**src/rtl/pingpong_blk_ctrl.sv**
```systemverilog
// Ping-pong block buffer controller: fills one RAM bank from the input stream
// while the other bank is replayed, in write order, through a 2-entry skid FIFO.
module pingpong_blk_ctrl #(
  parameter int BLK_WORDS = 64,
  parameter int WIDTH     = 12,
  parameter int AW        = $clog2(2 * BLK_WORDS)
) (
  input  logic             clk,
  input  logic             rst,
  input  logic             in_valid,
  output logic             in_ready,
  input  logic [WIDTH-1:0] in_data,
  output logic             out_valid,
  input  logic             out_ready,
  output logic [WIDTH-1:0] out_data,
  output logic             out_last,
  output logic [1:0]       bank_full,
  output logic             ram_cena,
  output logic [AW-1:0]    ram_aa,
  input  logic [WIDTH-1:0] ram_qa,
  output logic             ram_cenb,
  output logic [AW-1:0]    ram_ab,
  output logic [WIDTH-1:0] ram_db
);

  localparam int PW = AW - 1;
  localparam logic [PW-1:0] LAST_PTR = PW'(BLK_WORDS - 1);

  // Handshake rule for both streams: a word moves on a rising clk edge when
  // valid and ready are both high in the cycle before it; valid never waits on ready.

  logic             r_wbank;
  logic [PW-1:0]    r_wptr;
  logic             r_rbank;
  logic [PW-1:0]    r_rptr;
  logic [1:0]       r_bank_full;
  logic             r_rd_pend;
  logic             r_last_q;
  logic [WIDTH-1:0] r_fifo_data0;
  logic [WIDTH-1:0] r_fifo_data1;
  logic             r_fifo_last0;
  logic             r_fifo_last1;
  logic [1:0]       r_occ;

  logic       w_wr_acc;
  logic       w_wr_blk_done;
  logic       w_pop;
  logic [2:0] w_inflight;
  logic [2:0] w_room_limit;
  logic       w_issue;
  logic       w_rd_blk_done;
  logic [1:0] w_bank_full_nxt;

  // ---------------- write side ----------------
  assign in_ready      = !rst && !r_bank_full[r_wbank];
  assign w_wr_acc      = in_valid && in_ready;
  assign w_wr_blk_done = w_wr_acc && (r_wptr == LAST_PTR);

  assign ram_cenb = !w_wr_acc;
  assign ram_ab   = rst ? '0 : {r_wbank, r_wptr};
  assign ram_db   = in_data;

  always_ff @(posedge clk) begin
    if (rst) begin
      r_wbank <= 1'b0;
      r_wptr  <= '0;
    end else if (w_wr_acc) begin
      if (w_wr_blk_done) begin
        r_wbank <= !r_wbank;
        r_wptr  <= '0;
      end else begin
        r_wptr <= r_wptr + 1'b1;
      end
    end
  end

  // ---------------- read side ----------------
  assign w_pop = out_valid && out_ready;

  // Words already owed to the FIFO (stored + one in flight) must stay below two
  // after this cycle's pop, so an issued read always finds a free slot.
  assign w_inflight    = {1'b0, r_occ} + {2'b00, r_rd_pend};
  assign w_room_limit  = 3'd2 + {2'b00, w_pop};
  assign w_issue       = !rst && r_bank_full[r_rbank] && (w_inflight < w_room_limit);
  assign w_rd_blk_done = w_issue && (r_rptr == LAST_PTR);

  assign ram_cena = !w_issue;
  assign ram_aa   = rst ? '0 : {r_rbank, r_rptr};

  always_ff @(posedge clk) begin
    if (rst) begin
      r_rbank   <= 1'b0;
      r_rptr    <= '0;
      r_rd_pend <= 1'b0;
      r_last_q  <= 1'b0;
    end else begin
      r_rd_pend <= w_issue;
      r_last_q  <= w_rd_blk_done;
      if (w_issue) begin
        if (w_rd_blk_done) begin
          r_rbank <= !r_rbank;
          r_rptr  <= '0;
        end else begin
          r_rptr <= r_rptr + 1'b1;
        end
      end
    end
  end

  // ---------------- bank ownership ----------------
  // Set and clear in one cycle always address different banks, so both apply.
  always_comb begin
    w_bank_full_nxt = r_bank_full;
    if (w_wr_blk_done) w_bank_full_nxt[r_wbank] = 1'b1;
    if (w_rd_blk_done) w_bank_full_nxt[r_rbank] = 1'b0;
  end

  always_ff @(posedge clk) begin
    if (rst) r_bank_full <= 2'b00;
    else     r_bank_full <= w_bank_full_nxt;
  end

  assign bank_full = rst ? 2'b00 : r_bank_full;

  // ---------------- output skid FIFO (entry 0 is the head) ----------------
  always_ff @(posedge clk) begin
    if (rst) begin
      r_occ        <= 2'd0;
      r_fifo_data0 <= '0;
      r_fifo_data1 <= '0;
      r_fifo_last0 <= 1'b0;
      r_fifo_last1 <= 1'b0;
    end else begin
      case ({r_rd_pend, w_pop})
        2'b10: begin
          if (r_occ == 2'd0) begin
            r_fifo_data0 <= ram_qa;
            r_fifo_last0 <= r_last_q;
          end else begin
            r_fifo_data1 <= ram_qa;
            r_fifo_last1 <= r_last_q;
          end
          r_occ <= r_occ + 2'd1;
        end
        2'b01: begin
          r_fifo_data0 <= r_fifo_data1;
          r_fifo_last0 <= r_fifo_last1;
          r_occ        <= r_occ - 2'd1;
        end
        2'b11: begin
          if (r_occ == 2'd1) begin
            r_fifo_data0 <= ram_qa;
            r_fifo_last0 <= r_last_q;
          end else begin
            r_fifo_data0 <= r_fifo_data1;
            r_fifo_last0 <= r_fifo_last1;
            r_fifo_data1 <= ram_qa;
            r_fifo_last1 <= r_last_q;
          end
        end
        default: ;
      endcase
    end
  end

  assign out_valid = !rst && (r_occ != 2'd0);
  assign out_data  = r_fifo_data0;
  assign out_last  = out_valid && r_fifo_last0;

endmodule

```
**config.mk**
```make
export PLATFORM = sky130hd
export DESIGN_NAME = pingpong_blk_ctrl
export DESIGN_NICKNAME = d
export VERILOG_FILES = /design/src/rtl/pingpong_blk_ctrl.sv
export SDC_FILE = /design/constraint.sdc
export NUM_CORES = 1
export LEC_CHECK = 0
export CAP_MARGIN = 20
export CORE_MARGIN = 5
export CORE_UTILIZATION = 49
export DETAILED_ROUTE_END_ITERATION = 12
export GPL_TIMING_DRIVEN = 0
export PLACE_DENSITY = 0.81
export SLEW_MARGIN = 30
export SYNTH_ARGS = -nofsm -noshare
export SYNTH_HDL_FRONTEND = slang
export SYNTH_SLANG_ARGS = --single-unit
```
**constraint.sdc**
```tcl
create_clock -name clk -period 6.53 [get_ports clk]
set_clock_uncertainty 0.15 [all_clocks]
set_input_delay 1.306 -clock clk [delete_from_list [all_inputs] [get_ports clk]]
set_output_delay 1.306 -clock clk [all_outputs]
set_load 0.05 [all_outputs]
```
After elaboration in Yosys (flattened, before gate mapping):

Index checks and enable logic that the tools add are counted.

* add/subtract/negate cells: 6
* reductions and logical operators: 26
* equality and inequality tests: 9
* magnitude comparators: 5
* mux-type cells: 28
* bitwise operators: 3

Operator list (count)
* 12-bit 2-to-1 mux: 4
* 12-bit one-hot mux with 3 select lines: 1
* 12-bit one-hot mux with 2 select lines: 1
* 7-bit 2-to-1 mux: 2
* 6-bit by 1-bit adder with 6-bit output, second input constant: 2
* 6-bit == test, second input constant: 2
* 6-bit 2-to-1 mux: 2
* 1-bit logical AND: 11
* 1-bit 2-to-1 mux: 10
* 1-bit logical NOT: 6
* 2-bit 2-to-1 mux: 3
* 2-bit inequality test, second input constant: 3
* 2-bit AND reduction: 3
* 2-bit nonzero test: 3
* 2-bit by 1-bit == test with 1-bit output, second input constant: 2
* 2-bit == test, second input constant: 2
* 1-bit by 2-bit less-than comparator with 1-bit output, second input constant: 2
* 2-bit one-hot mux with 2 select lines: 1
* 2-bit by 1-bit adder with 3-bit output: 1
* 2-bit by 1-bit adder with 3-bit output, first input constant: 1
* 3-bit less-than comparator: 1
* 1-bit one-hot mux with 3 select lines: 1
* 3-bit AND reduction: 1
* 3-bit nonzero test: 1
* other kinds (9): 11

* word-level logic and storage cells: 89
* input port bits: 28
* flip-flop bits (word level): 46
* output and inout port bits: 45

Depth between registers and ports, before layout:

* word-level depth: 9
* mapped depth: 11

Worst setup path before layout:

Ideal clock, no wire load.

* path type: input to output
* start point: input rst
* end point: output out_last
* buffers on the path: 2
* arrival: 2.869 ns
* stages on the path: 4
* slack: 2.205 ns
* cells stage by stage: buf_6 > clkbuf_1 > nor2_1 > and2_1

* cells in the longest elaborated chain, start to end: 3

RTL lines
* from (decl): RTL line 9 `input logic rst,`
* 1-bit logical NOT: RTL line 166 `assign out_valid = !rst && (r_occ != 2'd0);`
* 1-bit logical AND: RTL line 166
* via out_valid: RTL line 13 `output logic out_valid,`
* 1-bit logical AND: RTL line 168 `assign out_last = out_valid && r_fifo_last0;`
* to (decl): RTL line 16 `output logic out_last,`

The timed path passes the listed nets, and every way through them passes these cells.

Worst setup path after layout:

* start point: input out_ready
* end point: output ram_cena

* cells in the longest elaborated chain, start to end: 5

RTL lines
* from (decl): RTL line 14 `input logic out_ready,`
* 1-bit logical AND: RTL line 78 `assign w_pop = out_valid && out_ready;`
* 2-bit by 1-bit adder with 3-bit output: RTL line 83 `assign w_room_limit = 3'd2 + {2'b00, w_pop};`
* 3-bit less-than comparator: RTL line 84 `assign w_issue = !rst && r_bank_full[r_rbank] && (w_inflight < w_room_limit);`
* 1-bit logical AND: RTL line 84
* 1-bit logical NOT: RTL line 87 `assign ram_cena = !w_issue;`
* to (decl): RTL line 18 `output logic ram_cena,`

No other way between the ends.

==> reports/qor.yml <==
tritoncts: "yes"
crit_fanout: 10
cts-buffers-inserted: 5
firstDrtPassIters: 4
portBuffers: 59
synthArstFlopShare: 0
synth_edf_count: 0
syn_inst: 249
synth.largest_area_cell: "dfxtp_1"
die_area_um2: 6040
viasPerCell: 5.380
max_freq_ghz: 0.2127
drt_iter0_drc: 62
hold_depth: 2
ys_top_cells_by_count: "dfxtp_1, nor2_1, a211oi_1"
crit_path_start_kind: "input pin"
hold_ws_ns: 0.3496
reg2regPathDepth: 10
ys_seq_area_frac: 0.4098
drcViolationCount: 0
via_count: 1980
grt_antenna_before_repair: 0
worst_ir_drop_vdd_mv: 0.1174
ys.flop_type: "dfxtp_1"
ios: 73
area_delta_synth_final_pct: 33.35
yosys_warnings: 0
critical_path_class: "in -> out"
synth-seq-cells: 46
hpwl_um: 3763
initial_core_util: 0.5091
rows: 24
p_per_area_nw_per_um2: 174.5
startpoint: "out_ready"
synth_area_leaders: "dfxtp_1, nor2_1, mux2i_1"
slowest_delay_ns: 0.83
hp-class: "reg -> reg"
synth_cell_types: 38
synthesis.area_um2: 2247
critical_path_arrival_ns: 3.25
grt-ovfl-total: 0
synth_top_area_share: 0.4098
grt_pass1_vias: 1884
slew_headroom: 0.6035
hold_buffers: 0
worstReg2RegStart: "r_occ[0]"
syn_area_per_cell_um2: 9.025
post_cts_buffers: 0
grt_pass1_wl_um: 8418
crit_path_frequent_cell: "clkdlybuf4s50_1"
routed_wirelength_um: 5050
worstMarginPinSlew_ns: 0.5948
fin_crit_sh: 0.7201
post_cts_resized: 0
cts.sinks: 46
layout-drive-gt1-share: 0.09494
rsz0062_at_grt: "no"
maxCapViolCount: 0
slew_violations: 0
final_antenna_net_count: 0
fp.dieH_um: 77.72
clkTransAtPathRegs_ns: 0.09
htree_levels: 2
root_buffer: "clkbuf_8"
crit_path_top_delay_cell: "clkdlybuf4s50_1"
grt_max_degree: 17
core-area_um2: 4414
hp-start: "out_data[2]"
tns_ns: 0
cp.required_ns: 5.07
dieWidth_um: 77.72
wire_per_inst_um: 13.72
cts_max_path_buffers: 2
diodes: 0
finalSetupViolCount: 0
status: "finished clean"
endpoint_kind: "output port"
period_needed_ns: 4.702
hold_viol_final: 0
nets: 352
track_usage: 0.1668
worst_skew_pair.late_latency_ns: 0.30
gp_congestion: 0.8417
yosysMostFrequentCell: "dfxtp_1"
p_leak_uw: 0.001173
path_cells: "clkdlybuf4s50_1 > nor4b_4 > o211a_4 > inv_2 > buf_2 > clkdlybuf4s50_1"
synthesis.nets: 286
fin_util: 0.6789
report_power, final:
group          internal (uW)  total (uW)  switching, uW
clock network           77.3         181            104
logic                   26.1        59.4           33.4
registers                281         282           1.05
registers in the layout (all words and copies together), names as in the netlist:
signal and flops:
r_bank_full 2, r_occ 2, r_last_q 1, r_fifo_last1 1
out_data 12, r_wptr 6, r_rptr 6, r_fifo_last0 1
r_wbank 1, r_rd_pend 1, r_rbank 1, r_fifo_data1 12
final timing paths:
check / slack [ns] / to
worst max-delay path: 1.83 / ram_cena
worst min-delay path: 0.35 / out_data[2]
worst max register to register: 3.60 / r_fifo_last0
worst min register to register: 0.35 / out_data[2]
cell families (layout without fill, tap and decap cells):
logic type	Yosys count	in the layout	synth area share
and+or+nand+nor	85	85	0.1988
AOI/OAI and AO/OA	49	49	0.1542
DFF	46	46	0.4098
buffers and inverters	37	104	0.08630
muxes	17	17	0.07739
adders and majority gates	9	9	0.05011
xor gates and xnor gates	6	6	0.02339
routing by layer:
layer | track usage | up-vias | part of all wire
li1 | - | 993 | -
met1 | 0.2058 | 921 | 0.44
met2 | 0.2746 | 59 | 0.48
met3 | 0.04167 | 7 | 0.065
met4 | 0.07216 | 0 | 0.015
met5 | 0 | - | 0
layout make-up:
| type | count | area, um^2 |
|---|---|---|
| buffer | 25 | 148.9 |
| clock buffer | 5 | 68.82 |
| clock inverter | 3 | 25.02 |
| fill | 365 | 1418 |
| inverter | 12 | 45.04 |
| multi-input combinational | 166 | 1132 |
| sequential | 46 | 920.9 |
| tap | 52 | 65.06 |
| timing repair buffer | 59 | 590.6 |
critical path, delay by kind of cell:
kind,cells,cell delay [ns]
AO/OA/AOI/OAI,1,0.26
buffers and inverters,4,1.53
AND/OR/NAND/NOR,1,0.15
cells in the final DEF, fill, tap and decap left out, types with 2 or more instances in the layout:
cell type and instances:
a21oi_1 9, nor3b_1 2, inv_1 11, nor3_1 6, ha_1 9, a21o_1 2
and2_1 2, o31ai_1 3, or4_1 2, nor2_1 38, buf_2 2, a211oi_1 15
a22oi_1 13, buf_1 2, o21ai_0 4, clkbuf_8 5, nand2_1 7, dfxtp_1 46
xnor2_1 4, nor2b_1 13, buf_4 12, clkbuf_1 8, nand3_1 6, mux2_2 3
clkdlybuf4s50_1 59, nand3b_1 2, xor2_1 2, mux2i_1 14
stage by stage:
| step | total power, uW | cells | worst slack (ns) | area [um^2] |
|---|---|---|---|---|
| 6_report | 522.9 | 368 | 1.828 | 2997 |
| 5_1_grt | 543.8 | 368 | 1.741 | 2997 |
| 4_1_cts | 527.2 | 368 | 1.819 | 2997 |
| 3_5_place_dp | 348.5 | 360 | 1.831 | 2903 |
| 3_3_place_gp | 348.1 | 360 | 1.826 | 2903 |
| 2_1_floorplan | 325.4 | 249 | 2.205 | 2247 |
(Power assumes the default switching activity.)
